===== src/rtl/cache_mem_arbiter.sv =====
// cache_mem_arbiter: round-robin sharing of one memory port between icache refills and dcache reads/writebacks
module cache_mem_arbiter #(
  parameter int ADDR_WIDTH = 32,
  parameter int LINE_WIDTH = 128
) (
  input  logic                  clk_i,
  input  logic                  rst_ni,
  input  logic                  icache2arb_req_i,
  input  logic                  icache2arb_kill_i,
  input  logic [ADDR_WIDTH-1:0] icache_addr_i,
  output logic                  arb2icache_ack_o,
  input  logic                  dcache2arb_req_i,
  input  logic                  dcache2arb_w_i,
  input  logic [ADDR_WIDTH-1:0] dcache_addr_i,
  input  logic [LINE_WIDTH-1:0] dcache_wdata_i,
  output logic                  arb2dcache_ack_o,
  output logic [LINE_WIDTH-1:0] arb2cache_rdata_o,
  output logic                  arb2mem_req_o,
  output logic                  arb2mem_w_o,
  output logic [ADDR_WIDTH-1:0] arb2mem_addr_o,
  output logic [LINE_WIDTH-1:0] arb2mem_wdata_o,
  input  logic                  mem2arb_ack_i,
  input  logic [LINE_WIDTH-1:0] mem2arb_rdata_i
);
  typedef enum logic [1:0] {ARB_IDLE, ARB_ICACHE, ARB_DCACHE, ARB_DRAIN} state_t;
  state_t r_state, w_state;
  logic r_last_d, w_last_d;
  logic r_mem_req, w_mem_req, r_mem_w, w_mem_w, r_iack, w_iack, r_dack, w_dack;
  logic [ADDR_WIDTH-1:0] r_addr, w_addr;
  logic [LINE_WIDTH-1:0] r_wdata, w_wdata, r_rdata, w_rdata;
  logic w_i_elig, w_d_elig;
  // a requester still holding req during its own ack cycle must not be granted again
  assign w_i_elig = icache2arb_req_i & ~icache2arb_kill_i & ~r_iack;
  assign w_d_elig = dcache2arb_req_i & ~r_dack;
  always_comb begin
    w_state   = r_state;
    w_last_d  = r_last_d;
    w_mem_req = r_mem_req;
    w_mem_w   = r_mem_w;
    w_addr    = r_addr;
    w_wdata   = r_wdata;
    w_iack    = 1'b0;
    w_dack    = 1'b0;
    w_rdata   = '0;
    case (r_state)
      ARB_IDLE: begin
        if (w_i_elig && (!w_d_elig || r_last_d)) begin
          w_state   = ARB_ICACHE;
          w_last_d  = 1'b0;
          w_mem_req = 1'b1;
          w_mem_w   = 1'b0;
          w_addr    = icache_addr_i;
          w_wdata   = '0;
        end else if (w_d_elig) begin
          w_state   = ARB_DCACHE;
          w_last_d  = 1'b1;
          w_mem_req = 1'b1;
          w_mem_w   = dcache2arb_w_i;
          w_addr    = dcache_addr_i;
          w_wdata   = dcache_wdata_i;
        end
      end
      ARB_ICACHE: begin
        if (mem2arb_ack_i) begin
          w_state   = ARB_IDLE;
          w_mem_req = 1'b0;
          w_iack    = ~icache2arb_kill_i;
          w_rdata   = icache2arb_kill_i ? '0 : mem2arb_rdata_i;
        end else if (icache2arb_kill_i) begin
          w_state   = ARB_DRAIN;
        end
      end
      ARB_DCACHE: begin
        if (mem2arb_ack_i) begin
          w_state   = ARB_IDLE;
          w_mem_req = 1'b0;
          w_dack    = 1'b1;
          w_rdata   = r_mem_w ? '0 : mem2arb_rdata_i;
        end
      end
      ARB_DRAIN: begin
        if (mem2arb_ack_i) begin
          w_state   = ARB_IDLE;
          w_mem_req = 1'b0;
        end
      end
      default: w_state = ARB_IDLE;
    endcase
  end
  always_ff @(posedge clk_i) begin
    if (!rst_ni) begin
      r_state   <= ARB_IDLE;
      r_last_d  <= 1'b1;
      r_mem_req <= 1'b0;
      r_mem_w   <= 1'b0;
      r_addr    <= '0;
      r_wdata   <= '0;
      r_iack    <= 1'b0;
      r_dack    <= 1'b0;
      r_rdata   <= '0;
    end else begin
      r_state   <= w_state;
      r_last_d  <= w_last_d;
      r_mem_req <= w_mem_req;
      r_mem_w   <= w_mem_w;
      r_addr    <= w_addr;
      r_wdata   <= w_wdata;
      r_iack    <= w_iack;
      r_dack    <= w_dack;
      r_rdata   <= w_rdata;
    end
  end
  assign arb2icache_ack_o  = r_iack;
  assign arb2dcache_ack_o  = r_dack;
  assign arb2cache_rdata_o = r_rdata;
  assign arb2mem_req_o     = r_mem_req;
  assign arb2mem_w_o       = r_mem_w;
  assign arb2mem_addr_o    = r_addr;
  assign arb2mem_wdata_o   = r_wdata;
endmodule


===== config.mk =====
export PLATFORM = sky130hd
export DESIGN_NAME = cache_mem_arbiter
export DESIGN_NICKNAME = d
export VERILOG_FILES = /design/src/rtl/cache_mem_arbiter.sv
export SDC_FILE = /design/constraint.sdc
export NUM_CORES = 1
export LEC_CHECK = 0
export BUFFER_PORTS_ARGS = -buffer_cell sky130_fd_sc_hd__buf_2
export CAP_MARGIN = 15
export CELL_PAD_IN_SITES_DETAIL_PLACEMENT = 1
export CELL_PAD_IN_SITES_GLOBAL_PLACEMENT = 2
export CORE_AREA = 2 2 239 241
export CTS_BUF_LIST = sky130_fd_sc_hd__clkbuf_4
export DETAILED_ROUTE_END_ITERATION = 10
export DIE_AREA = 0 0 241 243
export GPL_TIMING_DRIVEN = 0
export HOLD_SLACK_MARGIN = 0.02
export PLACE_DENSITY = 0.75
export SKIP_LAST_GASP = 1
export SLEW_MARGIN = 10
export SYNTH_ARGS = -nofsm -noshare
export SYNTH_HDL_FRONTEND = slang
export SYNTH_SLANG_ARGS = --single-unit

===== constraint.sdc =====
create_clock -name clk_i -period 2.6 [get_ports clk_i]
set_input_delay 0.13 -clock clk_i [delete_from_list [all_inputs] [get_ports clk_i]]
set_output_delay 0.13 -clock clk_i [all_outputs]
set_load 0.02 [all_outputs]

==> flow_metrics.env <==
export IMPL_status="finished clean"
export IMPL_globalplace_congestion=0.8167
export IMPL_setup_viol=0
export IMPL_viasPerCell=4.230
export IMPL_via_count=13110
export IMPL_die_h_microns=243
export IMPL_r2r_setup_slack_ns=0.16
export IMPL_syn_avg_cell_area_sq_um=9.157
export IMPL_area_delta_synth_final_pct=103.4
export IMPL_fin_cells=3099
export IMPL_core_sq_mm=0.05595
export IMPL_ys_seq_area_frac=0.6056
export IMPL_holdWs_ns=0.06993
export IMPL_fillers=6786
export IMPL_nets=2590
export IMPL_end_kind="register"
export IMPL_dp_final_hpwl_microns=38350
export IMPL_worst_setup_path_start_kind="register"
export IMPL_cts_tree="built"
export IMPL_grtUsageTotal=0.2096
export IMPL_yosys_top_cells_area="dfxtp_1, a21oi_1, and2_1, nand3_1, nand2_1"
export IMPL_port_buffers=617
export IMPL_leakage_nw=9.237
export IMPL_worstReg2RegEnd="arb2mem_wdata_o[14]"
export IMPL_synth_top_cell_area_share=0.6056
export IMPL_synth_distinct_cells=24
export IMPL_rsz0062_at_grt="no"
export IMPL_r2r_start="arb2dcache_ack_o"
export IMPL_grt_max_degree=14
export IMPL_hp_start="icache2arb_req_i"
export IMPL_clkSinkCount=295
export IMPL_grt_pass1_vias=15230
export IMPL_start_util=0.1743
export IMPL_yosysTopAreaCell="dfxtp_1"
export IMPL_max_cap_viol_count=0
export IMPL_netlist_instances=1065
export IMPL_syn_area_sq_mm=0.009752
export IMPL_ys_ff_latch=295
export IMPL_min_path_type="in2reg"
export IMPL_power_density_mw_per_mm2=796.0
export IMPL_drc=0
export IMPL_drive_above_1_share=0.3427
export IMPL_fmax_ghz=0.4101
export IMPL_place_area_sq_mm=0.01379
export IMPL_postCtsSetupRepairBufs=0
export IMPL_period_share=0.9379
export IMPL_wl_microns=63260
export IMPL_path_clk_slew_ns=0.07
export IMPL_grt_pass1_wl_microns=91740
export IMPL_cts_htree_levels=3
export IMPL_hold_depth=5
export IMPL_finalInstanceArea_sq_mm=0.01984
export IMPL_vdd_drop_max_mv=0.4099
export IMPL_worstMarginPinSlew_ns=0.8867
export IMPL_synth_nets=1397
export IMPL_met1_length_microns=21040
export IMPL_postRouteAntennaNets=0
export IMPL_finalMaxSlewViolations=0
export IMPL_totalNegativeSetupSlack_ns=0
export IMPL_fin_crit_ns=2.439
export IMPL_met3_length_microns=5081
export IMPL_setup_ws_ns=0.1614
export IMPL_max_slew_margin=0.4089
export IMPL_io_pins=619
export IMPL_dp_cells=2438
export IMPL_cp_max_fo=10
export IMPL_arrival_ns=3.18
export IMPL_worstRegToRegCells=6
export IMPL_die_area_sq_mm=0.05856
export IMPL_numCtsBuffers=87
export IMPL_std_cell_rows=87
export IMPL_drtPass1Iterations=4
export IMPL_gr_total_overflow=0
export IMPL_crit_slowest_cell="dlygate4sd3_1"
export IMPL_synth_warning_count=0
export IMPL_max_stage_delay_ns=0.60
export IMPL_hold_path_end="r_state[0]"
export IMPL_wl_met2_microns=32830
export IMPL_clk_path_buf_depth=3
export IMPL_cts_root_buf="clkbuf_4"
export IMPL_worstPathCellList="nand2b_1 > o21ai_4 > clkbuf_1 > nand3_1 > dlygate4sd3_1 > a21oi_1"
export IMPL_antenna_found_initial=21
export IMPL_wl_per_cell_microns=20.41
export IMPL_hold_viol=0
export IMPL_die_x_microns=241
export IMPL_clk_latency_ns=0.84
export IMPL_skew_ns=0.08826
export IMPL_pre_cts_slack_ns=-0.3242
export IMPL_crit_type="reg2reg"
export IMPL_crit_required_ns=3.34
export IMPL_highest_layer="met4"
export IMPL_drt_iter0_drc=342
-- logic make-up after synthesis --
logic type,synth area share
AND/OR/NAND/NOR,0.2199
flip-flops,0.6056
AO/OA/AOI/OAI,0.1265
buffers and inverters,0.04157
adder cells (fa/ha/maj),0.006415
-- state kept, by name, summed over array words and instances, names as in the netlist --
register	flops
arb2cache_rdata_o	128
arb2mem_req_o	1
arb2dcache_ack_o	1
arb2mem_w_o	1
r_state	2
r_last_d	1
arb2icache_ack_o	1
arb2mem_addr_o	32
arb2mem_wdata_o	128
-- final cells by class --
class                   count  area (sq um)  area share
repair buffers           1105          7973      0.4019
inverters                   3         11.26   0.0005676
multi-input cells         679          3458      0.1743
clock buffers             125         938.4     0.04730
diodes                     20         50.05    0.002523
plain buffers              87         399.1     0.02012
flip-flops and latches    295          5906      0.2977
well taps                 756         945.9     0.04768
clock inverters            29         156.4    0.007884
-- layout by cell type (no fill, tap or decap), drive strengths merged --
cell and n:
nor2 3, o21ai 33, clkinv 26, or3b 1
o21a 1, nor3b 1, nand2 167, a21o 1
dlygate4sd3 488, bufinv 1, nand3 131, a21boi 1
nand2b 3, o211ai 1, inv 4, clkinvlp 1
a21oi 197, and2 129, dfxtp 295, clkbuf 181
ha 5, a21bo 2, and3 1, a311oi 2
buf 648, diode 20
-- report_power, final --
group | internal, mW | switching, mW | leakage, nW | total (mW)
Combinational | 2.09 | 3.44 | 6.19 | 5.53
Clock | 2.32 | 2.26 | 0.647 | 4.57
Sequential | 5.26 | 0.422 | 2.40 | 5.69
Total | 9.67 | 6.12 | 9.24 | 15.8
-- stage by stage --
stage	power (mW)	utilization
2_1_floorplan	8.326	-
3_5_place_dp	10.34	0.2464
4_1_cts	15.70	0.3534
6_report	15.79	0.3546
5_1_grt	16.71	0.3546
3_3_place_gp	10.22	0.2464
-- worst max-delay path by stage --
stage | start | end | cells after the start
after floorplan | arb2icache_ack_o | arb2mem_wdata_o[100] | 7
after global placement | r_state[0] | arb2cache_rdata_o[39] | 7
after detailed placement | r_state[0] | arb2cache_rdata_o[27] | 7
after CTS | arb2dcache_ack_o | arb2mem_wdata_o[15] | 6
after global routing | arb2icache_ack_o | arb2mem_addr_o[1] | 6
final | arb2dcache_ack_o | arb2mem_wdata_o[14] | 6
-- metal layers --
| metal | GRT usage | vias to the layer above |
|---|---|---|
| li1 | - | 6005 |
| met1 | 0.1920 | 6260 |
| met2 | 0.3837 | 633 |
| met3 | 0.06835 | 211 |
| met4 | 0.1521 | 0 |
| met5 | 0 | - |
-- cells in the mapped netlist --
cell type  count
a21bo_2        2
a21boi_4       1
a21o_1         1
a21oi_1      197
a311oi_1       2
and2_1       129
and3_1         1
buf_2         21
buf_4         10
clkbuf_1      57
clkinv_1       1
dfxtp_1      295
ha_1           5
inv_1          2
nand2_1      167
nand2b_1       3
nand3_1      131
nor2_1         3
nor3b_1        1
o211ai_1       1
o21a_1         1
o21ai_0       32
o21ai_2        1
or3b_4         1
-- critical path: cells and delay by family, from the launching register on --
kind	cells	cell delay, ns
buffers and inverters	2	1.10
AOI/OAI and AO/OA	2	0.56
and+or+nand+nor	2	0.43
DFF	1	0.31
-- repair_timing --
action | CTS | global route
gates resized for setup | 3 | 14
hold endpoints to repair | 294 | 0
hold buffers | 488 | 0
gates cloned | 0 | 0
endpoints found under the setup margin | 189 | 44
Note: power is estimated with default switching activity, not from simulation.
